### src/rtl/decode_pkg.sv
// Shared types for the instruction decode stage.
// Opcode map, type codes and the decoded bundle.
package decode_pkg;

  localparam int unsigned IMM_W = 64;

  localparam logic [6:0] OP_LUI    = 7'b0110111;
  localparam logic [6:0] OP_AUIPC  = 7'b0010111;
  localparam logic [6:0] OP_JAL    = 7'b1101111;
  localparam logic [6:0] OP_BRANCH = 7'b1100011;
  localparam logic [6:0] OP_JALR   = 7'b1100111;
  localparam logic [6:0] OP_LOAD   = 7'b0000011;
  localparam logic [6:0] OP_IMM    = 7'b0010011;
  localparam logic [6:0] OP_FENCE  = 7'b0001111;
  localparam logic [6:0] OP_SYSTEM = 7'b1110011;
  localparam logic [6:0] OP_IMM32  = 7'b0011011;
  localparam logic [6:0] OP_STORE  = 7'b0100011;
  localparam logic [6:0] OP_REG    = 7'b0110011;
  localparam logic [6:0] OP_REG32  = 7'b0111011;

  typedef enum logic [2:0] {
    T_NONE = 3'd0,
    T_U    = 3'd1,
    T_J    = 3'd2,
    T_B    = 3'd3,
    T_I    = 3'd4,
    T_S    = 3'd5,
    T_R    = 3'd6
  } instr_type_e;

  // imm is held at full RV64 width, already
  // sign-extended; the stage trims it to XLEN.
  typedef struct packed {
    logic [6:0]       op;
    logic [4:0]       rd;
    logic [4:0]       rs1;
    logic [4:0]       rs2;
    logic [2:0]       funct3;
    logic [6:0]       funct7;
    logic [IMM_W-1:0] imm;
    instr_type_e      itype;
    logic             illegal;
  } decoded_t;

endpackage

### src/rtl/instr_field_decoder.sv
// Combinational RISC-V field extraction.
// Unused fields stay 0; illegal words keep only op.
module instr_field_decoder
  import decode_pkg::*;
#(
  parameter int XLEN = 32
) (
  input  logic [31:0] instr,
  output decoded_t    dec
);

  logic [6:0] op;
  logic       rv64;
  logic       is_u;
  logic       is_j;
  logic       is_b;
  logic       is_i;
  logic       is_s;
  logic       is_r;

  logic [63:0] imm_i;
  logic [63:0] imm_s;
  logic [63:0] imm_b;
  logic [63:0] imm_u;
  logic [63:0] imm_j;

  assign op   = instr[6:0];
  assign rv64 = (XLEN == 64);

  assign is_u = (op == OP_LUI) || (op == OP_AUIPC);
  assign is_j = (op == OP_JAL);
  assign is_b = (op == OP_BRANCH);
  assign is_i = (op == OP_JALR)
             || (op == OP_LOAD)
             || (op == OP_IMM)
             || (op == OP_FENCE)
             || (op == OP_SYSTEM)
             || (rv64 && op == OP_IMM32);
  assign is_s = (op == OP_STORE);
  assign is_r = (op == OP_REG)
             || (rv64 && op == OP_REG32);

  assign imm_i = {{52{instr[31]}}, instr[31:20]};
  assign imm_s = {{52{instr[31]}}, instr[31:25],
                  instr[11:7]};
  assign imm_b = {{51{instr[31]}}, instr[31],
                  instr[7], instr[30:25],
                  instr[11:8], 1'b0};
  assign imm_u = {{32{instr[31]}}, instr[31:12],
                  12'b0};
  assign imm_j = {{43{instr[31]}}, instr[31],
                  instr[19:12], instr[20],
                  instr[30:21], 1'b0};

  // Route only the fields each format defines.
  always_comb begin
    dec    = '0;
    dec.op = op;
    unique case (1'b1)
      is_u: begin
        dec.itype = T_U;
        dec.rd    = instr[11:7];
        dec.imm   = imm_u;
      end
      is_j: begin
        dec.itype = T_J;
        dec.rd    = instr[11:7];
        dec.imm   = imm_j;
      end
      is_b: begin
        dec.itype  = T_B;
        dec.rs1    = instr[19:15];
        dec.rs2    = instr[24:20];
        dec.funct3 = instr[14:12];
        dec.imm    = imm_b;
      end
      is_i: begin
        dec.itype  = T_I;
        dec.rd     = instr[11:7];
        dec.rs1    = instr[19:15];
        dec.funct3 = instr[14:12];
        dec.imm    = imm_i;
      end
      is_s: begin
        dec.itype  = T_S;
        dec.rs1    = instr[19:15];
        dec.rs2    = instr[24:20];
        dec.funct3 = instr[14:12];
        dec.imm    = imm_s;
      end
      is_r: begin
        dec.itype  = T_R;
        dec.rd     = instr[11:7];
        dec.rs1    = instr[19:15];
        dec.rs2    = instr[24:20];
        dec.funct3 = instr[14:12];
        dec.funct7 = instr[31:25];
      end
      default: begin
        dec.illegal = 1'b1;
      end
    endcase
  end

endmodule

### src/rtl/decode_stage.sv
// Decode stage: field decoder feeding a small FIFO.
// in_ready depends on the registered count only.
module decode_stage
  import decode_pkg::*;
#(
  parameter int XLEN  = 32,
  parameter int DEPTH = 2
) (
  input  logic            clk,
  input  logic            reset,
  input  logic            flush,
  input  logic            in_valid,
  output logic            in_ready,
  input  logic [31:0]     in_instr,
  input  logic [XLEN-1:0] in_pc,
  output logic            out_valid,
  input  logic            out_ready,
  output logic [XLEN-1:0] out_pc,
  output logic [6:0]      out_op,
  output logic [4:0]      out_rd,
  output logic [4:0]      out_rs1,
  output logic [4:0]      out_rs2,
  output logic [2:0]      out_funct3,
  output logic [6:0]      out_funct7,
  output logic [XLEN-1:0] out_imm,
  output logic [2:0]      out_type,
  output logic            out_illegal
);

  localparam int AW = $clog2(DEPTH);
  localparam int CW = AW + 1;
  localparam logic [CW-1:0] FULL = CW'(DEPTH);

  decoded_t        dec;
  decoded_t        head;
  decoded_t        mem [DEPTH];
  logic [XLEN-1:0] pcm [DEPTH];
  logic [XLEN-1:0] head_pc;

  logic [AW-1:0] wptr;
  logic [AW-1:0] rptr;
  logic [CW-1:0] count;
  logic          push;
  logic          pop;

  instr_field_decoder #(
    .XLEN (XLEN)
  ) u_dec (
    .instr (in_instr),
    .dec   (dec)
  );

  assign in_ready  = (count != FULL);
  assign out_valid = (count != '0);
  assign push = in_valid && in_ready && !flush;
  assign pop  = out_valid && out_ready && !flush;

  // Entry storage; contents matter only below count.
  always_ff @(posedge clk) begin
    if (push) begin
      mem[wptr] <= dec;
      pcm[wptr] <= in_pc;
    end
  end

  // Pointers and occupancy; flush wins over traffic.
  always_ff @(posedge clk or posedge reset) begin
    if (reset) begin
      wptr  <= '0;
      rptr  <= '0;
      count <= '0;
    end else if (flush) begin
      wptr  <= '0;
      rptr  <= '0;
      count <= '0;
    end else begin
      if (push) wptr <= wptr + AW'(1);
      if (pop)  rptr <= rptr + AW'(1);
      if (push && !pop)      count <= count + CW'(1);
      else if (pop && !push) count <= count - CW'(1);
    end
  end

  assign head    = mem[rptr];
  assign head_pc = pcm[rptr];

  // Zero every data output while nothing is held.
  always_comb begin
    out_pc      = '0;
    out_op      = '0;
    out_rd      = '0;
    out_rs1     = '0;
    out_rs2     = '0;
    out_funct3  = '0;
    out_funct7  = '0;
    out_imm     = '0;
    out_type    = '0;
    out_illegal = 1'b0;
    if (out_valid) begin
      out_pc      = head_pc;
      out_op      = head.op;
      out_rd      = head.rd;
      out_rs1     = head.rs1;
      out_rs2     = head.rs2;
      out_funct3  = head.funct3;
      out_funct7  = head.funct7;
      out_imm     = XLEN'(head.imm);
      out_type    = 3'(head.itype);
      out_illegal = head.illegal;
    end
  end

endmodule

### config.mk
export PLATFORM = sky130hd
export DESIGN_NAME = decode_stage
export DESIGN_NICKNAME = d
export VERILOG_FILES = /design/src/rtl/decode_pkg.sv /design/src/rtl/instr_field_decoder.sv /design/src/rtl/decode_stage.sv
export SDC_FILE = /design/constraint.sdc
export NUM_CORES = 1
export LEC_CHECK = 0
export CAP_MARGIN = 20
export CORE_MARGIN = 2
export CORE_UTILIZATION = 48
export CTS_BUF_LIST = sky130_fd_sc_hd__clkbuf_8
export CTS_CLUSTER_SIZE = 10
export DETAILED_ROUTE_END_ITERATION = 8
export GPL_TIMING_DRIVEN = 0
export PLACE_DENSITY = 0.75
export SYNTH_ARGS = -nofsm -noshare
export SYNTH_HDL_FRONTEND = slang
export SYNTH_SLANG_ARGS = --single-unit
export TNS_END_PERCENT = 50
### constraint.sdc
create_clock -name clk -period 20.2 [get_ports clk]
set_input_delay 3.03 -clock clk [delete_from_list [all_inputs] [get_ports clk]]
set_output_delay 3.03 -clock clk [all_outputs]
set_load 0.1 [all_outputs]
## Yosys cells after proc, flatten, opt, wreduce, memory -nomap -nowiden

Memory sizes are Yosys's and may differ from the RTL's.
Index checks and enable logic that the tools add are counted.

- Flip-flop bits (word level): 4
- Logic and storage cells: 70
- Input port bits: 69
- Output and inout port bits: 102
- Memories kept: 2
- Memory bits (writable): 264

Memory list:

| memory | words | width | read ports | clocked after Yosys merged registers in | write ports | line | RTL |
|---|---|---|---|---|---|---|---|
| mem | 2 | 100 | 1 | 0 | 1 | decode_stage.sv:36 | `decoded_t mem [DEPTH];` |
| pcm | 2 | 32 | 1 | 0 | 1 | decode_stage.sv:37 | `logic [XLEN-1:0] pcm [DEPTH];` |

- Reduce and logical (&&, ||, !) cells: 22
- Eq/ne operators: 12
- Multiplexer cells: 27
- Add/subtract/negate cells: 4

Operators by type and width:

| cell | count |
|---|---|
| $pmux 64 s5 | 1 |
| $mux 32 | 2 |
| $mux 5 | 6 |
| $eq 7x7->1 const B | 4 |
| $eq 7x6->1 const B | 3 |
| $mux 7 | 3 |
| $pmux 3 s6 | 1 |
| $eq 7x5->1 const B | 2 |
| $mux 3 | 3 |
| $mux 1 | 8 |
| $reduce_or 4->1 | 2 |
| $eq 7x2->1 const B | 1 |
| $eq 7x4->1 const B | 1 |
| $logic_and 1x1->1 | 6 |
| $mux 2 | 3 |
| $reduce_bool 2->1 | 3 |
| $reduce_or 6->1 | 1 |
| $logic_or 1x1->1 | 5 |
| $logic_not 1->1 | 3 |
| $reduce_bool 3->1 | 1 |
| $reduce_or 3->1 | 1 |
| $add 1x1->1 const B | 2 |
| $add 2x1->2 const B | 1 |
| $ne 2x2->1 const B | 1 |
| $sub 2x1->2 const B | 1 |

## Longest topological paths before layout

- Word-level depth: 8
- Gate-level depth with buffers: 6

## Hierarchy

A second synthesis with hierarchy kept.

- Cells, all modules: 645
- Area total of the unflattened synthesis: 9044.9 µm²

Modules (own cells, without submodules):

| module | cells an instance | sequential area each (µm²) | area an instance (µm²) | instances |
|---|---|---|---|---|
| decode_stage | 450 | 6105.9 | 7790.0 | 1 |
| instr_field_decoder | 195 | 0.0 | 1255.0 | 1 |

## Worst setup path before layout

OpenSTA, ideal clock, no wires.

- Kind: input port to flip-flop
- From: input in_valid
- To: memory mem[1][0] (netlist name), enable pin
- Arrival: 10.423 ns
- Required time: 19.496 ns
- Stages on the path: 2
- Path slack: 9.073 ns
- Path buffers: 0
- Library setup time: 0.704 ns
- Cells stage by stage: nand2_1 nor3b_1

- Word-level cells in the longest chain between the ends: 4

Ends and longest elaborated chain:

| what | line | RTL |
|---|---|---|
| from (decl) | decode_stage.sv:12 | `input logic in_valid,` |
| $logic_and 1x1->1 (2 in a row) | decode_stage.sv:55 | `assign push = in_valid && in_ready && !flush;` |
| $mux 1 | decode_stage.sv:60 | `if (push) begin` |
| $mux 1 (implied by the code) | decode_stage.sv:61 | `mem[wptr] <= dec;` |
| to (decl) | decode_stage.sv:36 |  |

No other way between the ends.

## Worst setup path in the final report

- From: register count[0]
- To: output out_rs2[0]

- Word-level cells in the longest chain between the ends: 2

Ends and longest elaborated chain:

| what | line | RTL |
|---|---|---|
| from (decl) | decode_stage.sv:42 | `logic [CW-1:0] count;` |
| from (signal assigned) | decode_stage.sv:79 | `if (push && !pop) count <= count + CW'(1);` |
| from (signal assigned) | decode_stage.sv:80 | `else if (pop && !push) count <= count - CW'(1);` |
| $reduce_bool 2->1 | decode_stage.sv:54 | `assign out_valid = (count != '0);` |
| $mux 5 | decode_stage.sv:99 | `if (out_valid) begin` |
| to (decl) | decode_stage.sv:22 | `output logic [4:0] out_rs2,` |

No other way between the ends.

==> flow_metrics.py <==
metrics = {
    "sta": {
        "period_minus_slack_ns": 6.44,
        "setup_violations": 0,
        "finalMaxSlewViolations": 0,
        "fin_skew_ns": 0.0135,
        "hold_viol_final": 0,
        "min_period_over_period_pct": 31.9,
        "grt_setup_unrepaired": "no",
        "fin_ws_ns": 13.76,
        "holdWs_ns": 0.590,
        "clock.fmax_ghz": 0.155,
        "relSlewSlack_pct": 29.2,
        "setup_tns_ns": 0,
        "worst_slew_pin_slew_ns": 1.06,
    },
    "floorplanning": {
        "rows": 49,
        "ios": 171,
        "die_h_microns": 139,
        "dieArea_sq_mm": 0.0192,
        "start_util_pct": 48.7,
        "core_sq_mm": 0.0179,
        "die_width_microns": 139,
    },
    "placed_design": {
        "portBuffers": 170,
        "pre_cts_slack_ns": 14.32,
        "hpwl_microns": 14000,
        "post_dp_cell_area_sq_mm": 0.0109,
        "place_congestion": 0.871,
    },
    "cells_and_area": {
        "finalNetCount": 907,
        "multi_input_area_sq_mm": 0.00242,
        "layout_common_cells": "edfxtp_1, clkdlybuf4s50_1, nor2_1, mux2i_1, clkbuf_8",
        "drive_gt1_share_pct": 11.3,
        "final_common_cell": "edfxtp_1",
        "nFillCells": 1344,
        "design_area_sq_mm": 0.0115,
        "n_antenna_cell": 0,
        "final_core_util_pct": 64.5,
        "regArea_sq_mm": 0.00611,
        "area_growth_pct": 32.5,
    },
    "yosys": {
        "async_reset_ff_share_pct": 1.96,
        "synth-compound-area-share_pct": 5.36,
        "synthesis.nets": 683,
        "avgSynthCellArea_sq_um": 14.2,
        "ys_seq_area_share_pct": 70.1,
        "yosysWarnings": 0,
        "synth.mux.area_fraction_pct": 11.6,
        "netlist_instances": 614,
        "yosys.area_share.xor_xnor_pct": 0.201,
        "synth_cell_types": 47,
        "netlist_area_sq_mm": 0.00871,
        "synth_top_family_by_area": "multiplexers",
        "synth_edf_count": 200,
        "synth_ff_type": "edfxtp_1",
        "synthAdderAreaFrac_pct": 0.129,
        "yosys.area_share.simple_pct": 10.4,
        "synth_seq_cells": 204,
    },
    "critical_path": {
        "crit_required_ns": 17.17,
        "worst_setup_path_end_kind": "primary output",
        "critPathMaxFanout": 10,
        "crit_path_start_kind": "register",
        "reg2regPathDepth": 7,
        "critical_path_class": "register to primary output",
        "cp_data_arrival_time_ns": 3.41,
    },
    "drt": {
        "drtPass1Iterations": 5,
        "wl_microns": 19700,
        "routed_via_density": 5.21,
        "ant_nets": 0,
        "drt_iter0_markers": 325,
        "routedWlPerCell_microns": 18.1,
        "vias": 5682,
        "drc": 0,
    },
    "global_route": {
        "grt_pass1_vias": 6026,
        "grt_pass1_wl_microns": 31000,
        "grt_max_degree": 14,
        "grt_overflow_total": 0,
        "antenna_found_initial": 1,
        "grt_use_total_pct": 20.5,
    },
    "clock_tree": {
        "clk_latency_ns": 0.51,
        "tritoncts": "yes",
        "cts_buffer_depth": 3,
        "post_cts_buffers": 0,
        "clock-root-buffer": "clkbuf_8",
        "cts_made_buffers": 34,
        "clkTransAtPathRegs_ns": 0.06,
        "cts_sinks": 204,
        "cts_resized": 0,
        "postCtsHoldBufs": 0,
        "cts_max_level": 2,
    },
    "pwr": {
        "cellLeakagePower_uw": 0.00412,
        "peakVddDrop_uv": 80.5,
        "powerDensity_mw_per_mm2": 93.5,
    },
    "min_path": {
        "hold_depth": 2,
        "hp-class": "register to register",
    },
    "outcome": {
        "status": "finished clean",
    },
    "flow_run": {
        "drv_cap": 0,
    },
}
==> power by group <==
part	switching, uW	internal [uW]	total (uW)
Clock	154	181	335
Combinational	190	67.9	258
Sequential	4.09	481	485
==> state kept, by name, indices dropped and copies added (netlist names) <==
signal,flops
rptr,1
count,2
wptr,1
mem,136
pcm,64
==> cell type report <==
class / instances / share of cell area, %
multi-input cells: 371 / 21.0
clock inverters: 23 / 1.02
plain buffers: 35 / 1.58
flip-flops and latches: 204 / 52.9
clock buffers: 37 / 4.41
repair buffers: 188 / 16.5
well taps: 229 / 2.48
inverters: 4 / 0.130
==> worst max-delay path, stage by stage, from the launching register on <==
cell and delay, ns:
dfrtp_1 0.42, nor2_1 0.16, clkbuf_1 0.66, clkbuf_1 0.49, nor2_1 0.15, clkdlybuf4s50_1 1.01
==> path summary, 6_finish.rpt <==
| path | end | start | slack, ns |
|---|---|---|---|
| max | out_rs2[0] | count[0]$_DFFE_PP0P_ | 13.76 |
| min | wptr$_DFFE_PP0P_ | wptr$_DFFE_PP0P_ | 0.59 |
| max reg2reg | mem[1][69]$_DFFE_PP_ | count[0]$_DFFE_PP0P_ | 17.48 |
| min reg2reg | wptr$_DFFE_PP0P_ | wptr$_DFFE_PP0P_ | 0.59 |
| max in group asynchronous | count[1]$_DFFE_PP0P_ | reset | 17.33 |
| min in group asynchronous | count[0]$_DFFE_PP0P_ | reset | 2.72 |
==> synthesized netlist by cell type, types with 3 or more instances <==
cell type | count | area, sq um
and3_1 | 11 | 68.8
nor2_1 | 108 | 405
edfxtp_1 | 200 | 6010
nand3_1 | 4 | 20.0
and2_1 | 23 | 144
buf_6 | 3 | 33.8
a31o_1 | 3 | 26.3
nand2b_1 | 3 | 18.8
mux2i_1 | 101 | 1010
o21ai_1 | 7 | 35.0
dfrtp_1 | 4 | 100
nor3b_1 | 4 | 30.0
inv_1 | 3 | 11.3
clkbuf_1 | 13 | 48.8
nand2_1 | 32 | 120
a21oi_1 | 28 | 140
o21a_1 | 9 | 67.6
a22o_1 | 4 | 35.0
a21oi_2 | 3 | 26.3
buf_2 | 17 | 85.1
==> routing by layer <==
metal  up-vias  global-route usage (%)  part of all wire [%]
met1      2747                    25.9                    42
met5         -                       0                 0.056
met2       197                    34.8                    49
li1       2703                       -                     -
met4         2                    7.97                   2.3
met3        33                    4.45                   6.2
==> per-stage QoR <==
| stage | total power (uW) | cells |
|---|---|---|
| finish | 1080 | 1091 |
| global route | 1120 | 1091 |
| CTS | 1090 | 1091 |
| detailed placement | 753 | 1031 |
| global placement | 752 | 1013 |
| floorplan | 683 | 614 |
==> cell families (layout without fill, tap and decap cells) <==
kind of cell	after synthesis	in the layout
DFF	204	204
and+or+nand+nor	198	198
muxes	101	101
AOI/OAI and AO/OA	69	69
buffers and inverters	39	287
xor gates and xnor gates	2	2
adders and majority gates	1	1
Power figures use the tool's default switching activity.
